`config.mk`:
```
export PLATFORM = sky130hd
export DESIGN_NAME = sparse_spmm_scheduler
export DESIGN_NICKNAME = d
export VERILOG_FILES = /design/src/rtl/sparse_spmm_scheduler_pkg.sv /design/src/rtl/sched_tag_fifo.sv /design/src/rtl/sparse_spmm_scheduler.sv
export SDC_FILE = /design/constraint.sdc
export NUM_CORES = 1
export LEC_CHECK = 0
export BUFFER_PORTS_ARGS = -buffer_cell sky130_fd_sc_hd__buf_2
export CAP_MARGIN = 10
export CORE_ASPECT_RATIO = 0.75
export CORE_MARGIN = 2
export CORE_UTILIZATION = 60
export DETAILED_ROUTE_END_ITERATION = 6
export GPL_TIMING_DRIVEN = 0
export PLACE_DENSITY = 0.82
export SLEW_MARGIN = 30
export SYNTH_ARGS = -nofsm -noshare
export SYNTH_HDL_FRONTEND = slang
export SYNTH_SLANG_ARGS = --single-unit
```
`constraint.sdc`:
```
create_clock -name clk -period 3.3 [get_ports clk]
set_input_delay 0.825 -clock clk [delete_from_list [all_inputs] [get_ports clk]]
set_output_delay 0.825 -clock clk [all_outputs]
set_load 0.1 [all_outputs]
```
`src/rtl/sparse_spmm_scheduler_pkg.sv`:
```
// Shared definitions for the sparse SpMM scheduler.
// Contents: default word/index widths, job FSM state encoding, and a
// width helper used to size counters and pointers.
package sparse_spmm_scheduler_pkg;

  localparam int DEF_DATA_BITS = 16;
  localparam int DEF_ROW_BITS  = 7;
  localparam int DEF_COL_BITS  = 5;

  typedef enum logic [2:0] {
    S_IDLE,
    S_LOAD,
    S_COMPUTE,
    S_DRAIN,
    S_FIN
  } state_t;

  // ceil(log2(n)), never less than 1 so it can always size a vector.
  function automatic int clog2(input int n);
    int r;
    r = 0;
    while ((1 << r) < n) r++;
    return (r < 1) ? 1 : r;
  endfunction

endpackage

```
`src/rtl/sched_tag_fifo.sv`:
```
// Row-tag FIFO: holds row indices of dispatched rows until the PEs return
// their results. First-word-fall-through read port.
// Ports: clk, rst (sync, active-high), push/din, pop/dout, full, empty.
// Push and pop in the same cycle are both performed; push when full and
// pop when empty are dropped.
module sched_tag_fifo
  import sparse_spmm_scheduler_pkg::*;
#(
  parameter int WIDTH = 7,
  parameter int DEPTH = 4
) (
  input  logic             clk,
  input  logic             rst,
  input  logic             push,
  input  logic [WIDTH-1:0] din,
  input  logic             pop,
  output logic [WIDTH-1:0] dout,
  output logic             full,
  output logic             empty
);

  localparam int AW = clog2(DEPTH);

  logic [WIDTH-1:0] mem [DEPTH];
  // Extra MSB distinguishes full from empty when the indices match.
  logic [AW:0]      wr_ptr, rd_ptr;

  logic do_push, do_pop;
  assign do_push = push && !full;
  assign do_pop  = pop && !empty;

  always_ff @(posedge clk) begin
    if (rst) begin
      wr_ptr <= '0;
      rd_ptr <= '0;
    end else begin
      if (do_push) wr_ptr <= wr_ptr + (AW+1)'(1);
      if (do_pop)  rd_ptr <= rd_ptr + (AW+1)'(1);
    end
  end

  always_ff @(posedge clk) begin
    if (do_push) mem[wr_ptr[AW-1:0]] <= din;
  end

  assign dout  = mem[rd_ptr[AW-1:0]];
  assign empty = (wr_ptr == rd_ptr);
  assign full  = (wr_ptr[AW] != rd_ptr[AW]) && (wr_ptr[AW-1:0] == rd_ptr[AW-1:0]);

endmodule

```
`src/rtl/sparse_spmm_scheduler.sv`:
```
// Sparse x dense matrix multiply scheduler.
// Streams CSR-ordered nonzeros to NUM_PE external MAC PEs, one weight column
// per PE, over W_COLS/NUM_PE column passes. Weight banks are reloaded at the
// start of each pass.
// Ports:
//   clk, rst            clock, synchronous active-high reset
//   i_start             start a job (IDLE only)
//   i_w_* / o_w_rdy     weight stream, column-major within a pass
//   i_nz_* / o_nz_rdy   nonzero stream
//   o_pe_*              operand/weight broadcast to the PEs
//   i_pe_done/result    PE results for the oldest outstanding row
//   o_valid/o_result/o_row_idx/o_col_base  output row segment
//   o_busy, o_done, o_err  status
module sparse_spmm_scheduler
  import sparse_spmm_scheduler_pkg::*;
#(
  parameter int DATA_BITS = DEF_DATA_BITS,
  parameter int NUM_PE    = 2,
  parameter int W_ROWS    = 32,
  parameter int W_COLS    = 8,
  parameter int ROW_BITS  = DEF_ROW_BITS,
  parameter int COL_BITS  = DEF_COL_BITS,
  parameter int TAG_DEPTH = 4
) (
  input  logic                          clk,
  input  logic                          rst,
  input  logic                          i_start,
  input  logic                          i_w_vld,
  output logic                          o_w_rdy,
  input  logic [DATA_BITS-1:0]          i_w_data,
  input  logic                          i_nz_vld,
  output logic                          o_nz_rdy,
  input  logic [DATA_BITS-1:0]          i_nz_data,
  input  logic [ROW_BITS-1:0]           i_nz_row,
  input  logic [COL_BITS-1:0]           i_nz_col,
  input  logic                          i_nz_row_last,
  input  logic                          i_nz_mat_last,
  output logic                          o_pe_vld,
  output logic                          o_pe_ctrl,
  output logic                          o_pe_flush,
  output logic [DATA_BITS-1:0]          o_pe_data,
  output logic [NUM_PE*DATA_BITS-1:0]   o_pe_weight,
  input  logic                          i_pe_done,
  input  logic [NUM_PE*DATA_BITS-1:0]   i_pe_result,
  output logic                          o_valid,
  output logic [NUM_PE*DATA_BITS-1:0]   o_result,
  output logic [ROW_BITS-1:0]           o_row_idx,
  output logic [clog2(W_COLS)-1:0]      o_col_base,
  output logic                          o_busy,
  output logic                          o_done,
  output logic                          o_err
);

  localparam int NPASS     = W_COLS / NUM_PE;
  localparam int PASS_BITS = clog2(NPASS);
  localparam int PE_BITS   = clog2(NUM_PE);
  localparam int CB_BITS   = clog2(W_COLS);

  state_t               state;
  logic [PASS_BITS-1:0] pass;
  logic [COL_BITS-1:0]  wrow;
  logic [PE_BITS-1:0]   wcol;
  logic                 first;      // next accepted nonzero is first of pass
  logic                 prev_last;  // previous accepted nonzero closed a row

  logic [DATA_BITS-1:0] bank [NUM_PE][W_ROWS];

  logic                 fifo_full, fifo_empty;
  logic [ROW_BITS-1:0]  tag_dout;

  logic w_hs, accept, tag_push, tag_pop, col_ok;

  assign o_w_rdy  = (state == S_LOAD);
  assign o_nz_rdy = (state == S_COMPUTE) && !fifo_full;
  assign o_busy   = (state != S_IDLE);
  assign w_hs     = i_w_vld && o_w_rdy;
  assign accept   = i_nz_vld && o_nz_rdy;
  assign tag_push = accept && i_nz_row_last;
  assign tag_pop  = i_pe_done && !fifo_empty;
  // Columns beyond the loaded weight rows multiply by zero.
  assign col_ok   = int'(i_nz_col) < W_ROWS;

  sched_tag_fifo #(.WIDTH(ROW_BITS), .DEPTH(TAG_DEPTH)) u_tag_fifo (
    .clk   (clk),
    .rst   (rst),
    .push  (tag_push),
    .din   (i_nz_row),
    .pop   (tag_pop),
    .dout  (tag_dout),
    .full  (fifo_full),
    .empty (fifo_empty)
  );

  // Banks are never cleared; handshake k lands in bank[k/W_ROWS][k%W_ROWS].
  always_ff @(posedge clk) begin
    if (w_hs && !rst) bank[wcol][wrow] <= i_w_data;
  end

  always_ff @(posedge clk) begin
    if (rst) begin
      state       <= S_IDLE;
      pass        <= '0;
      wrow        <= '0;
      wcol        <= '0;
      first       <= 1'b0;
      prev_last   <= 1'b0;
      o_pe_vld    <= 1'b0;
      o_pe_ctrl   <= 1'b0;
      o_pe_flush  <= 1'b0;
      o_pe_data   <= '0;
      o_pe_weight <= '0;
      o_valid     <= 1'b0;
      o_result    <= '0;
      o_row_idx   <= '0;
      o_col_base  <= '0;
      o_done      <= 1'b0;
      o_err       <= 1'b0;
    end else begin
      // Dispatch stage: one registered operand per accepted nonzero.
      o_pe_vld   <= accept;
      o_pe_data  <= accept ? i_nz_data : '0;
      o_pe_flush <= accept && i_nz_row_last;
      o_pe_ctrl  <= accept && !(first || prev_last);
      for (int k = 0; k < NUM_PE; k++)
        o_pe_weight[k*DATA_BITS +: DATA_BITS] <= (accept && col_ok) ? bank[k][i_nz_col] : '0;
      if (accept) begin
        first     <= 1'b0;
        prev_last <= i_nz_row_last;
      end

      // Result stage: pair returned PE results with the oldest row tag.
      o_valid <= tag_pop;
      if (tag_pop) begin
        o_result   <= i_pe_result;
        o_row_idx  <= tag_dout;
        o_col_base <= CB_BITS'(int'(pass) * NUM_PE);
      end
      if (i_pe_done && fifo_empty) o_err <= 1'b1;

      o_done <= 1'b0;
      case (state)
        S_IDLE: if (i_start) begin
          state <= S_LOAD;
          pass  <= '0;
          wrow  <= '0;
          wcol  <= '0;
        end
        S_LOAD: if (w_hs) begin
          if (wrow == COL_BITS'(W_ROWS-1)) begin
            wrow <= '0;
            if (wcol == PE_BITS'(NUM_PE-1)) begin
              wcol  <= '0;
              first <= 1'b1;
              state <= S_COMPUTE;
            end else begin
              wcol <= wcol + PE_BITS'(1);
            end
          end else begin
            wrow <= wrow + COL_BITS'(1);
          end
        end
        S_COMPUTE: if (accept && i_nz_mat_last) state <= S_DRAIN;
        // o_pe_vld high means the last dispatch has not left yet.
        S_DRAIN: if (fifo_empty && !o_pe_vld) begin
          if (pass == PASS_BITS'(NPASS-1)) begin
            state <= S_FIN;
          end else begin
            pass  <= pass + PASS_BITS'(1);
            state <= S_LOAD;
          end
        end
        S_FIN: begin
          o_done <= 1'b1;
          state  <= S_IDLE;
        end
        default: state <= S_IDLE;
      endcase
    end
  end

endmodule
```
==> out/metrics.yaml <==
synthesis:
  ys_seq_area_frac: 0.7689
  syn_area_um2: 44050
  syn_nets: 2398
  yosys_warnings: 0
  synth_seq_cells: 1166
  synth_edf_count: 1052
  yosysUniqueCellTypes: 57
  synthArstFlopShare: 0
  syn_inst: 2303
  synthFlopType: "edfxtp_1"
  syn_avg_cell_area_um2: 19.13
placement:
  gp_congestion: 0.9190
  dp_slack_ps: -608.7
  io_buffers: 178
  post_dp_cell_area_um2: 46700
  dp_cells: 3476
  dpl.hpwl_um: 66130
worst_setup_path:
  worstPathArrival_ps: 3840
  cp.depth: 6
  reg2regPathDepth: 6
  start_kind: "flop"
  regToRegStartpoint: "state[1]"
  worstSetupEndpointType: "flop"
  required_ps: 3670
  critical_path.slowest_cell: "nor2_2"
  regToRegSetupSlack_ps: -170
  crit_type: "reg2reg"
  crit_family: "simple AND/OR/NAND/NOR gates"
  startpoint: "state[1]"
  crit_end: "bank[0][375]"
  regToRegEndpoint: "bank[0][375]"
  critPathBufInv: 2
  crit_fanout: 9
  cp_cell_sequence: "buf_4 -> or2_2 -> nor4_2 -> nand2_1 -> nor2_2 -> buf_6"
  slowest_delay_ps: 760
cts:
  cts_setup_buffers: 0
  clockRootBuffer: "clkbuf_16"
  clock-sinks: 1166
  cts_tree: "built"
  clkTransAtPathRegs_ps: 60
  cts_buffer_depth: 3
  cts_buffers: 104
  cts_resized: 0
  h-tree-depth: 3
  clk-insertion-delay-late_ps: 680
  postCtsHoldBufs: 0
floorplan:
  die_area_um2: 75620
  core_um2: 73060
  top_level_ports: 183
  num_rows: 86
  start_util: 0.6029
  die_x_um: 316.9
  die_h_um: 238.7
timing:
  clock_skew_ps: 30.48
  setup_slack_ps: -166.9
  rsz0062_at_grt: "yes"
  layout_worst_path_cycle_share: 1.051
  finalHoldViolations: 0
  slew_viol_final: 0
  finalSetupTns_ps: -26190
  fin_crit_ps: 3467
  setup_violations: 279
  timing.hold.ws_ps: 344.9
  slew-limit-headroom: 0.2762
  tightest_slew_ps: 1071
  fmax_ghz: 0.2884
run:
  drv_cap: 0
route:
  viasPerCell: 6.569
  drt_wl_total_um: 108500
  drt_iter0_drc: 3923
  vias: 24140
  remaining_drc_errors: 0
  wire_per_inst_um: 29.52
  dr.pass1.iters: 5
  antenna_left: 0
power_and_ir_drop:
  power.total_mw: 29.72
  combPwrFrac: 0.041
  switchingPower_mw: 6.191
  leakage_nw: 16.82
  power.density_nw_per_um2: 590.9
  internal_power_mw: 23.53
  seqPwrFrac: 0.541
  vdd_ir_drop_max_v: 0.0005900
  switching_share: 0.2083
  clkPwrFrac: 0.418
outcome:
  status: "finished, violations left"
  violations: "negative setup slack"
global_routing:
  grt_use_total: 0.2900
  grt_pass1_wl_um: 157000
  grt_antenna_before_repair: 4
  grt_pass1_vias: 23800
  overflow: 0
  grt_max_degree: 65
final_layout:
  final_cell_mix: "1052 x edfxtp_1, 258 x mux2i_1, 213 x buf_2, 135 x mux4_2, 128 x a22oi_1"
  multi_input_area_um2: 9731
  final_common_cell: "edfxtp_1"
  fin_cells: 3675
  nNetsFinal: 2709
  ff_latch_area_um2: 33870
  stdcell_area_um2: 50310
  fillers: 4234
  final_util: 0.6885
  syn2layout_area_growth_pct: 14.20
  drive_gt1_frac: 0.2509
min_path:
  min_path_type: "in2reg"
layout make-up:
type                       instances  area share
sequential                      1166      0.6733
multi-input combinational        994      0.1934
clock buffer                     145     0.05880
timing repair buffer             205     0.02552
tap                              968     0.02408
buffer                           133     0.01303
clock inverter                    53     0.01102
inverter                          10   0.0007462
antenna                            1  0.00004974
Yosys cell counts, types with 2 or more instances:
cell type,n,area [um2]
a22oi_1,128,960.9
nor2_1,76,285.3
mux4_2,135,3040
nand4_1,36,225.2
nor4_2,30,375.4
o21ai_0,6,30.03
and2_1,23,143.9
dfxtp_1,114,2282
buf_2,50,250.2
nand2b_1,3,18.77
or3_1,5,31.28
buf_4,17,127.6
nand3b_1,7,52.55
nand2_1,103,386.6
nor4bb_1,3,30.03
o22ai_1,64,400.4
inv_1,9,33.78
nor4b_2,3,45.04
clkbuf_1,58,217.7
or3b_2,3,26.28
nor4_1,7,43.79
xor2_1,2,17.52
a21oi_1,52,260.3
xnor2_1,4,35.03
o311ai_1,2,17.52
nor2b_1,2,12.51
buf_6,4,45.04
ha_1,11,137.6
mux2i_1,258,2582
nand3_1,7,35.03
edfxtp_1,1052,31590
buf_1,4,15.01
worst min-delay path by stage:
stage / end / from / depth (start not counted) / slack (ps)
2_1_floorplan: o_pe_ctrl / first / 1 / 400
3_3_place_gp: o_pe_ctrl / prev_last / 1 / 410
3_5_place_dp: o_pe_ctrl / prev_last / 1 / 420
4_1_cts: o_pe_data[10] / i_nz_data[10] / 2 / 310
5_1_grt: o_pe_data[9] / i_nz_data[9] / 2 / 320
6_report: o_pe_data[14] / i_nz_data[14] / 2 / 340
state kept, by name, indices dropped and copies added, names as in the netlist, 2 cells and up:
register,count
bank,1024
o_result,32
state,3
o_pe_weight,32
o_row_idx,7
o_pe_data,16
o_col_base,2
wrow,5
u_tag_fifo.mem,28
u_tag_fifo.rd_ptr,3
pass,2
u_tag_fifo.wr_ptr,3
power groups by stage:
stage                     sequential [mW]  combinational [mW]  clock [mW]
after detailed placement             16.4                1.16           0
after CTS                            16.1                1.18        12.5
after global placement               16.4                1.09           0
after global routing                 16.1                1.26        13.0
final                                16.1                1.21        12.4
after floorplan                      16.4               0.613           0
cells by family after synthesis:
group | after synthesis | synth area share
AOI/OAI and AO/OA | 263 | 0.04124
xor gates and xnor gates | 7 | 0.001818
adders and majority gates | 11 | 0.003124
buffers and inverters | 143 | 0.01574
DFF | 1166 | 0.7689
muxes | 393 | 0.1276
other | 1 | 0.00008513
and+or+nand+nor | 319 | 0.04141
per-layer routing:
| metal | vias to the layer above | track usage | share of wire |
|---|---|---|---|
| met1 | 12280 | 0.4216 | 0.38 |
| met3 | 229 | 0.08093 | 0.13 |
| met4 | 6 | 0.07447 | 0.026 |
| met5 | - | 0.006494 | 0.00083 |
| met2 | 1684 | 0.4391 | 0.46 |
| li1 | 9948 | - | - |
(Power assumes the default switching activity.)
